===== config.mk =====
export PLATFORM = sky130hd
export DESIGN_NAME = gpu_command_decoder
export DESIGN_NICKNAME = d
export VERILOG_FILES = /design/src/rtl/gpu_command_decoder.sv
export SDC_FILE = /design/constraint.sdc
export NUM_CORES = 1
export LEC_CHECK = 0
export ABC_AREA = 1
export ABC_CLOCK_PERIOD_IN_PS = 3500
export CAP_MARGIN = 20
export CORE_AREA = 2 2 118 120
export DETAILED_ROUTE_END_ITERATION = 8
export DIE_AREA = 0 0 120 122
export PLACE_DENSITY_LB_ADDON = 0.2
export SYNTH_ARGS = -nofsm -noshare
export SYNTH_HDL_FRONTEND = slang
export SYNTH_SLANG_ARGS = --single-unit

===== constraint.sdc =====
create_clock -name clk -period 3.5 [get_ports clk]
set_input_delay 0.7 -clock clk [delete_from_list [all_inputs] [get_ports clk]]
set_output_delay 0.7 -clock clk [all_outputs]
set_load 0.005 [all_outputs]

===== src/rtl/gpu_command_decoder.sv =====
// gpu_command_decoder
// Assembles 7-byte fill/blit commands from the host byte stream, range-checks
// the rectangle and hands it to the fill/blit engine with a one-cycle strobe.
// Malformed, unknown or stalled commands are dropped with a cmd_error pulse.
module gpu_command_decoder #(
    parameter int unsigned SCREEN_W       = 320,
    parameter int unsigned SCREEN_H       = 240,
    parameter int unsigned TIMEOUT_CYCLES = 1000000
) (
    input  logic       clk,
    input  logic       rst_n,
    input  logic [7:0] in_data,
    input  logic       in_valid,
    output logic       in_ready,
    input  logic       gpu_busy,
    output logic [8:0] X1,
    output logic [7:0] Y1,
    output logic [8:0] X2,
    output logic [7:0] Y2,
    output logic       fill_value,
    output logic       start_fill,
    output logic       start_blt,
    output logic       cmd_error,
    output logic       dec_busy
);

    localparam int unsigned   TW       = (TIMEOUT_CYCLES > 1) ? $clog2(TIMEOUT_CYCLES) : 1;
    localparam bit            TMO_EN   = (TIMEOUT_CYCLES != 0);
    localparam logic [TW-1:0] TMO_LAST = TW'(TIMEOUT_CYCLES - 1);
    localparam logic [9:0]    W_LIM    = 10'(SCREEN_W);
    localparam logic [8:0]    H_LIM    = 9'(SCREEN_H);

    typedef enum logic [2:0] {
        S_IDLE,
        S_PAYLOAD,
        S_CHECK,
        S_ISSUE,
        S_GUARD
    } state_t;

    state_t        state;
    state_t        next_state;

    logic [47:0]   pl_sr;      // payload bytes, first byte ends up in [47:40]
    logic [2:0]    pl_cnt;
    logic          op_blt;
    logic          op_val;
    logic [TW-1:0] tmo_cnt;

    logic          xfer;
    logic          load_op;
    logic          store_byte;
    logic          issue;
    logic          err_set;
    logic          tmo_hit;

    logic [8:0]    cx1;
    logic [8:0]    cx2;
    logic [7:0]    cy1;
    logic [7:0]    cy2;
    logic          cmd_ok;

    assign xfer     = in_valid & in_ready;
    assign dec_busy = (state != S_IDLE);
    assign tmo_hit  = TMO_EN && (tmo_cnt == TMO_LAST);

    // Unpack the assembled payload and range-check the rectangle
    always_comb begin
        cx1    = {pl_sr[40], pl_sr[39:32]};
        cy1    = pl_sr[31:24];
        cx2    = {pl_sr[16], pl_sr[15:8]};
        cy2    = pl_sr[7:0];
        cmd_ok = (pl_sr[47:41] == 7'd0) && (pl_sr[23:17] == 7'd0)
              && (cx1 <= cx2) && (cy1 <= cy2)
              && ({1'b0, cx2} < W_LIM) && ({1'b0, cy2} < H_LIM);
    end

    // Next-state and control decode
    always_comb begin
        next_state = state;
        load_op    = 1'b0;
        store_byte = 1'b0;
        issue      = 1'b0;
        err_set    = 1'b0;
        case (state)
            S_IDLE: begin
                if (xfer) begin
                    case (in_data[7:4])
                        4'h0: ;
                        4'h1, 4'h2: begin
                            load_op    = 1'b1;
                            next_state = S_PAYLOAD;
                        end
                        default: err_set = 1'b1;
                    endcase
                end
            end
            S_PAYLOAD: begin
                if (xfer) begin
                    store_byte = 1'b1;
                    if (pl_cnt == 3'd5) begin
                        next_state = S_CHECK;
                    end
                end else if (tmo_hit) begin
                    err_set    = 1'b1;
                    next_state = S_IDLE;
                end
            end
            S_CHECK: begin
                if (cmd_ok) begin
                    next_state = S_ISSUE;
                end else begin
                    err_set    = 1'b1;
                    next_state = S_IDLE;
                end
            end
            S_ISSUE: begin
                if (!gpu_busy) begin
                    issue      = 1'b1;
                    next_state = S_GUARD;
                end
            end
            S_GUARD: next_state = S_IDLE;
            default: next_state = S_IDLE;
        endcase
    end

    // State register
    always_ff @(posedge clk or negedge rst_n) begin
        if (!rst_n) begin
            state <= S_IDLE;
        end else begin
            state <= next_state;
        end
    end

    // Opcode latch, payload shift register and inter-byte timeout counter
    always_ff @(posedge clk or negedge rst_n) begin
        if (!rst_n) begin
            pl_sr   <= '0;
            pl_cnt  <= '0;
            op_blt  <= 1'b0;
            op_val  <= 1'b0;
            tmo_cnt <= '0;
        end else begin
            if (load_op) begin
                op_blt <= (in_data[7:4] == 4'h2);
                op_val <= in_data[0];
                pl_cnt <= '0;
            end
            if (store_byte) begin
                pl_sr  <= {pl_sr[39:0], in_data};
                pl_cnt <= pl_cnt + 3'd1;
            end
            if (TMO_EN && (state == S_PAYLOAD) && !xfer && !tmo_hit) begin
                tmo_cnt <= tmo_cnt + TW'(1);
            end else begin
                tmo_cnt <= '0;
            end
        end
    end

    // Registered handshake, strobes and held rectangle outputs.
    // in_ready is registered from next_state so it stays low through reset
    // and rises on the first edge after release; otherwise it tracks state.
    always_ff @(posedge clk or negedge rst_n) begin
        if (!rst_n) begin
            in_ready   <= 1'b0;
            start_fill <= 1'b0;
            start_blt  <= 1'b0;
            cmd_error  <= 1'b0;
            X1         <= '0;
            Y1         <= '0;
            X2         <= '0;
            Y2         <= '0;
            fill_value <= 1'b0;
        end else begin
            in_ready   <= (next_state == S_IDLE) || (next_state == S_PAYLOAD);
            start_fill <= issue & ~op_blt;
            start_blt  <= issue & op_blt;
            cmd_error  <= err_set;
            if (issue) begin
                X1         <= cx1;
                Y1         <= cy1;
                X2         <= cx2;
                Y2         <= cy2;
                fill_value <= op_val;
            end
        end
    end

endmodule


==> flow_summary.yaml, run 1 <==
timing:
  worst_slew_margin_rel_pct: 52.3
  hold_viol_final: 0
  fin_skew_ps: 5.95
  tightest_slew_ps: 714
  slew_violations: 0
  fmax_mhz: 453
  finalSetupViolations: 0
  fin_crit_ps: 2210
  finalWorstSetupSlack_ps: 1290
  tns_ps: 0
  rsz0062_at_grt: "no"
  timing.final.crit_share_pct: 63.1
clock_tree:
  clkSlewWorstSetupHoldPaths_ps: 50
  clk_path_buf_depth: 2
  cts-root-buf: "clkbuf_16"
  cts_buffers: 17
  cts_setup_buffers: 0
  htreeDepth: 4
  insertion_delay_ps: 410
  ctsResizeCount: 0
  cts_hold_buf: 0
  cts.sinks: 115
  cts_tree: "done"
floorplan:
  die_w_um: 120
  start_util_pct: 39.0
  die_h_um: 122
  fp.coreArea_sq_mm: 0.0135
  num_rows: 43
  dieArea_sq_mm: 0.0146
  boundaryPins: 52
place:
  placed_area_sq_mm: 0.00595
  hpwlAfterDp_mm: 8.29
  dp_slack_ps: 1000
  place_congestion: 0.830
  portBuffers: 51
drt:
  finalWirelength_mm: 11.9
  vias_per_cell: 4.77
  dr.pass1.iters: 4
  post_drt_wl_per_cell_um: 14.2
  drtAntennaViolNets: 0
  vias: 3973
  drtIter0Drc: 202
  drc: 0
yosys:
  synthTopCellsByCount: "139 x nand2_1, 115 x dfrtp_1, 85 x o21ai_0"
  async_flop_share_pct: 100
  syn_inst: 584
  synth_top_area_cell: "dfrtp_1"
  yosys_register_bits: 115
  ys_seq_area_share_pct: 54.7
  synth.avg_cell_area_sq_um: 9.01
  yosys_warnings: 0
  synth.area.top_cells: "dfrtp_1 55%, nand2_1 9.9%, o21ai_0 8.1%, inv_1 5.1%, ha_1 4.8%"
  yosysMostFrequentCell: "nand2_1"
  synth_area_sq_mm: 0.00526
  synth_top_cell_area_share_pct: 54.7
  syn-num-nets: 616
  ys_types: 34
  synth-edff-count: 0
  synth_flop_cell: "dfrtp_1"
critical_path:
  slowest_stage: "clkdlybuf4s50_1"
  critPathMaxFanout: 3
  path_cells: "nor2_1 -> nand2_1 -> clkdlybuf4s50_1"
  crit_arrival_ps: 1510
  r2r-start: "state[2]$_DFF_PN0_"
  endpoint_kind: "output pin"
  setup.worst_path.start: "state[2]$_DFF_PN0_"
  cp-start-kind: "flop"
  max_stage_delay_ps: 450
  setup.worst_path.class: "reg2out"
  cp.required_ps: 2800
power:
  swShare_pct: 32.8
  power_frac_seq_pct: 35.6
  p_sw_w: 0.00198
  peakVddDrop_mv: 0.329
  power_density_mw_per_mm2: 906
  comb_power_share_pct: 31.1
  p_clk_share_pct: 33.3
  internal_power_w: 0.00404
  p_leak_nw: 3.04
global_routing:
  overflow: 0
  grtUsageTotal_pct: 17.9
  grt_max_degree: 116
  grt_first_pass_wirelength_mm: 20.2
  grt_pass1_vias: 4092
  antenna_found_initial: 0
run:
  maxCapViolations: 0
run_status:
  status: "completed"
worst_hold_path:
  min_path_type: "in2async"
layout:
  post-route-util_pct: 49.2
  syn_to_final_growth_pct: 26.3
  stdcell_area_sq_mm: 0.00665
  layout-drive-gt1-share_pct: 11.3
  diodes: 0
  nets: 672
[state kept, by name (all words and copies together) (netlist names)]
| name | flops |
|---|---|
| tmo_cnt | 20 |
| state | 3 |
| cmd_error | 1 |
| op_val | 1 |
| fill_value | 1 |
| start_blt | 1 |
| op_blt | 1 |
| X1 | 9 |
| Y2 | 8 |
| in_ready | 1 |
| pl_sr | 48 |
| X2 | 9 |
| start_fill | 1 |
| Y1 | 8 |
| pl_cnt | 3 |
[placed cells by master (no fill, tap or decap), types with 2 or more instances in the layout]
cell type / count
nand2_1: 139
dfrtp_1: 115
o21ai_0: 85
inv_1: 71
clkdlybuf4s50_1: 50
nor2_1: 32
ha_1: 20
clkbuf_16: 17
nand3_1: 16
nor2_2: 12
a21oi_1: 11
nor3_1: 10
nand4_1: 7
nor2_4: 7
xor2_1: 6
bufinv_16: 6
nand2_2: 5
inv_2: 4
buf_4: 4
nand3_2: 3
o21ai_1: 3
xnor2_1: 3
nor3b_1: 3
clkinv_4: 3
clkbuf_8: 3
a21o_1: 2
nor3_2: 2
clkinvlp_4: 2
[final timing paths]
kind | endpoint | slack [ps] | cells after the start
worst max-delay path | dec_busy | 1290 | 3
worst min-delay path | X2[5]$_DFFE_PN0P_ | 350 | 2
worst max register to register | pl_cnt[2]$_DFFE_PN0P_ | 1730 | 7
worst min register to register | start_fill$_DFF_PN0_ | 450 | 1
max in group asynchronous | tmo_cnt[12]$_DFF_PN0_ | 2680 | 2
min in group clk | start_fill$_DFF_PN0_ | 450 | 1
[kinds of logic after synthesis]
logic type               Yosys count  share of synthesized area, %
flip-flops                       115                          54.7
buffers and inverters             93                          7.04
XOR/XNOR                           9                          1.50
AND/OR/NAND/NOR                  244                          22.0
adder cells (fa/ha/maj)           20                          4.76
AO/OA/AOI/OAI                    103                          9.96
[power groups by stage]
stage / combinational (W) / sequential [W] / clock (W)
4_1_cts: 0.00191 / 0.00215 / 0.00205
3_3_place_gp: 0.00186 / 0.00215 / 0
2_1_floorplan: 0.00110 / 0.00210 / 0
3_5_place_dp: 0.00190 / 0.00216 / 0
5_1_grt: 0.00217 / 0.00221 / 0.00212
6_report: 0.00187 / 0.00214 / 0.00200
[cell type report]
class,instances,area (sq um)
Fill cell,1250,6860
Clock buffer,20,467
Inverter,75,282
Multi-Input combinational cell,376,2020
Clock inverter,12,226
Tap cell,180,225
Timing Repair Buffer,55,551
Sequential cell,115,2880
[layer usage]
metal	wire, um	GRT usage [%]	vias up
li1	-	-	1981
met2	5690	28.7	79
met4	175	8.31	0
met5	0	0	-
met3	624	4.92	14
met1	5380	22.6	1899
[per-stage QoR]
stage / power (W) / cells / hold WS [ps]
4_1_cts: 0.00611 / 833 / 397
6_report: 0.00602 / 833 / 353
3_3_place_gp: 0.00401 / 801 / 415
2_1_floorplan: 0.00320 / 584 / 403
3_5_place_dp: 0.00406 / 801 / 411
5_1_grt: 0.00650 / 833 / 426
[worst max-delay path, delay by kind of cell (launching register included)]
family,cells,cell delay [ps]
buf+inv,1,450
flops,1,410
simple gates,2,240
Power figures use the tool's default switching activity.
==> run 2, diff against run 1 <==
--- a/config.mk
+++ b/config.mk
@@ -6,7 +6,7 @@
 export NUM_CORES = 1
 export LEC_CHECK = 0
 export ABC_AREA = 1
-export ABC_CLOCK_PERIOD_IN_PS = 3500
+export ABC_CLOCK_PERIOD_IN_PS = 2200
 export CAP_MARGIN = 20
 export CORE_AREA = 2 2 118 120
 export DETAILED_ROUTE_END_ITERATION = 8
==> constraint.sdc (replaced) <==
create_clock -name clk -period 2.2 [get_ports clk]
set_input_delay 0.44 -clock clk [delete_from_list [all_inputs] [get_ports clk]]
set_output_delay 0.44 -clock clk [all_outputs]
set_load 0.005 [all_outputs]
==> run 2 against run 1 <==
  * Setup slack got worse by 1000 ps
  * Die area did not move
  * Global-route usage fell by 0.054 points
  * Critical path type unchanged
  * Largest cell class unchanged
  * Highest routed layer unchanged
==> flow_summary.yaml, run 2 (synthesis gave the netlist of run 1 again) <==
layout:
  most-common-layout-cells: "139 x nand2_1, 115 x dfrtp_1, 85 x o21ai_0, 71 x inv_1, 50 x clkdlybuf4s50_1"
  reg_top3: "pl_sr: 48 flops, tmo_cnt: 20 flops"
  fillers: 1294
  syn_to_final_growth_pct: 26.3
  multi_input_area_sq_mm: 0.00202
  final_common_cell: "nand2_1"
  largest_reg_flops: 48
  seq_area_sq_mm: 0.00288
  layout-drive-gt1-share_pct: 11.3
  nets: 674
  top_register: "pl_sr"
  diodes: 0
timing:
  worst_slew_margin_rel_pct: 59.5
  fmax_mhz: 516
  whs_ps: 10.9
  fin_crit_ps: 1940
  tns_ps: 0
  tightest_slew_ps: 607
  finalSetupViolations: 0
  slew_violations: 0
  hold_viol_final: 0
  rsz0062_at_grt: "no"
  fin_skew_ps: 5.36
  timing.final.crit_share_pct: 88.1
run_status:
  status: "completed"
drt:
  top_layer_used: "met4"
  wl_met3_um: 449
  drc: 0
  drtIter0Drc: 292
  met2_length_mm: 5.66
  finalWirelength_mm: 11.8
  vias: 3975
  drt-met1-wl_mm: 5.44
  vias_per_cell: 4.76
  dr.pass1.iters: 4
  post_drt_wl_per_cell_um: 14.1
  drtAntennaViolNets: 0
critical_path:
  ff2ff_setup_slack_ps: 450
  cp.required_ps: 1760
  reg2reg_depth: 10
  setup.worst_path.class: "reg2out"
  r2r-start: "pl_sr[16]$_DFFE_PN0P_"
  critPathMaxFanout: 3
  crit_arrival_ps: 1500
  endpoint_kind: "output pin"
  regToRegEndpoint: "in_ready$_DFF_PN0_"
  cp-start-kind: "flop"
clock_tree:
  clkSlewWorstSetupHoldPaths_ps: 50
  htreeDepth: 4
  cts_tree: "done"
  cts_hold_buf: 0
  cts_setup_buffers: 0
  clk_path_buf_depth: 2
  insertion_delay_ps: 420
  cts_buffers: 17
  cts.sinks: 115
  ctsResizeCount: 0
  cts-root-buf: "clkbuf_16"
floorplan:
  start_util_pct: 39.0
  num_rows: 43
  dieArea_sq_mm: 0.0146
  die_w_um: 120
  die_h_um: 122
  boundaryPins: 52
  fp.coreArea_sq_mm: 0.0135
global_routing:
  antenna_found_initial: 0
  grt_pass1_vias: 3974
  grt_max_degree: 78
  overflow: 0
  grt_first_pass_wirelength_mm: 19.9
  grtUsageTotal_pct: 17.8
power:
  power_density_mw_per_mm2: 1420
  comb_power_share_pct: 32.3
  p_sw_w: 0.00313
  p_leak_nw: 3.05
  peakVddDrop_mv: 0.519
  p_clk_share_pct: 31.3
  swShare_pct: 33.3
  internal_power_w: 0.00627
  power_frac_seq_pct: 36.4
worst_hold_path:
  min_path_type: "in2async"
place:
  place_congestion: 0.856
  portBuffers: 51
  hpwlAfterDp_mm: 8.47
run:
  maxCapViolations: 0
==> run 2: cell count changes in the layout (fill, tap and decap cells not counted) <==
cell and change:
buf_12 +3, buf_4 -1, bufinv_16 -2, clkbuf_1 +2, clkbuf_8 +1, clkinv_2 +2, clkinv_4 -3
==> run 2: layout make-up <==
cell class                 count  area share [%]
clock inverter                 9            2.26
inverter                      75            4.24
clock buffer                  23            7.34
tap                          180            3.39
timing repair buffer          57            9.08
sequential                   115            43.3
multi-input combinational    376            30.4
==> run 2: stage by stage <==
stage / std cells / total power [W] / area (sq um) / utilization [%] / setup slack, ps
after global routing: 835 / 0.0102 / 6640 / 49.2 / 207
after CTS: 835 / 0.00953 / 6640 / 49.2 / 244
after global placement: 803 / 0.00643 / 6010 / 44.5 / 101
after detailed placement: 803 / 0.00652 / 6010 / 44.5 / 87.9
final: 835 / 0.00941 / 6640 / 49.2 / 262
after floorplan: 584 / 0.00509 / 5260 / - / 651
==> run 2: how the worst max path moves through the flow <==
stage | from | to | cells past startpoint
detailed placement | in_valid | state[0]$_DFF_PN0_ | 7
global placement | in_valid | state[0]$_DFF_PN0_ | 7
CTS | state[2]$_DFF_PN0_ | dec_busy | 3
floorplan | tmo_cnt[0]$_DFF_PN0_ | tmo_cnt[16]$_DFF_PN0_ | 11
global route | state[2]$_DFF_PN0_ | dec_busy | 3
finish | state[2]$_DFF_PN0_ | dec_busy | 3
==> run 2: worst max-delay path, cell delays in order (launching register included) <==
cell             delay [ps]
dfrtp_1                 400
nor2_1                  140
nand2_1                  90
clkdlybuf4s50_1         450
==> run 2: power by group through the flow <==
stage          logic (W)  registers, W  clock network [W]
2_1_floorplan    0.00176       0.00334                  0
3_3_place_gp     0.00300       0.00343                  0
3_5_place_dp     0.00306       0.00346                  0
4_1_cts          0.00309       0.00344            0.00300
5_1_grt          0.00352       0.00352            0.00311
6_report         0.00304       0.00342            0.00294
==> run 2: metal layers <==
layer  vias up  GRT usage (%)
met5         -              0
met4         0           7.87
met3        19           4.92
met2        73           28.5
met1      1899           22.8
li1       1984              -
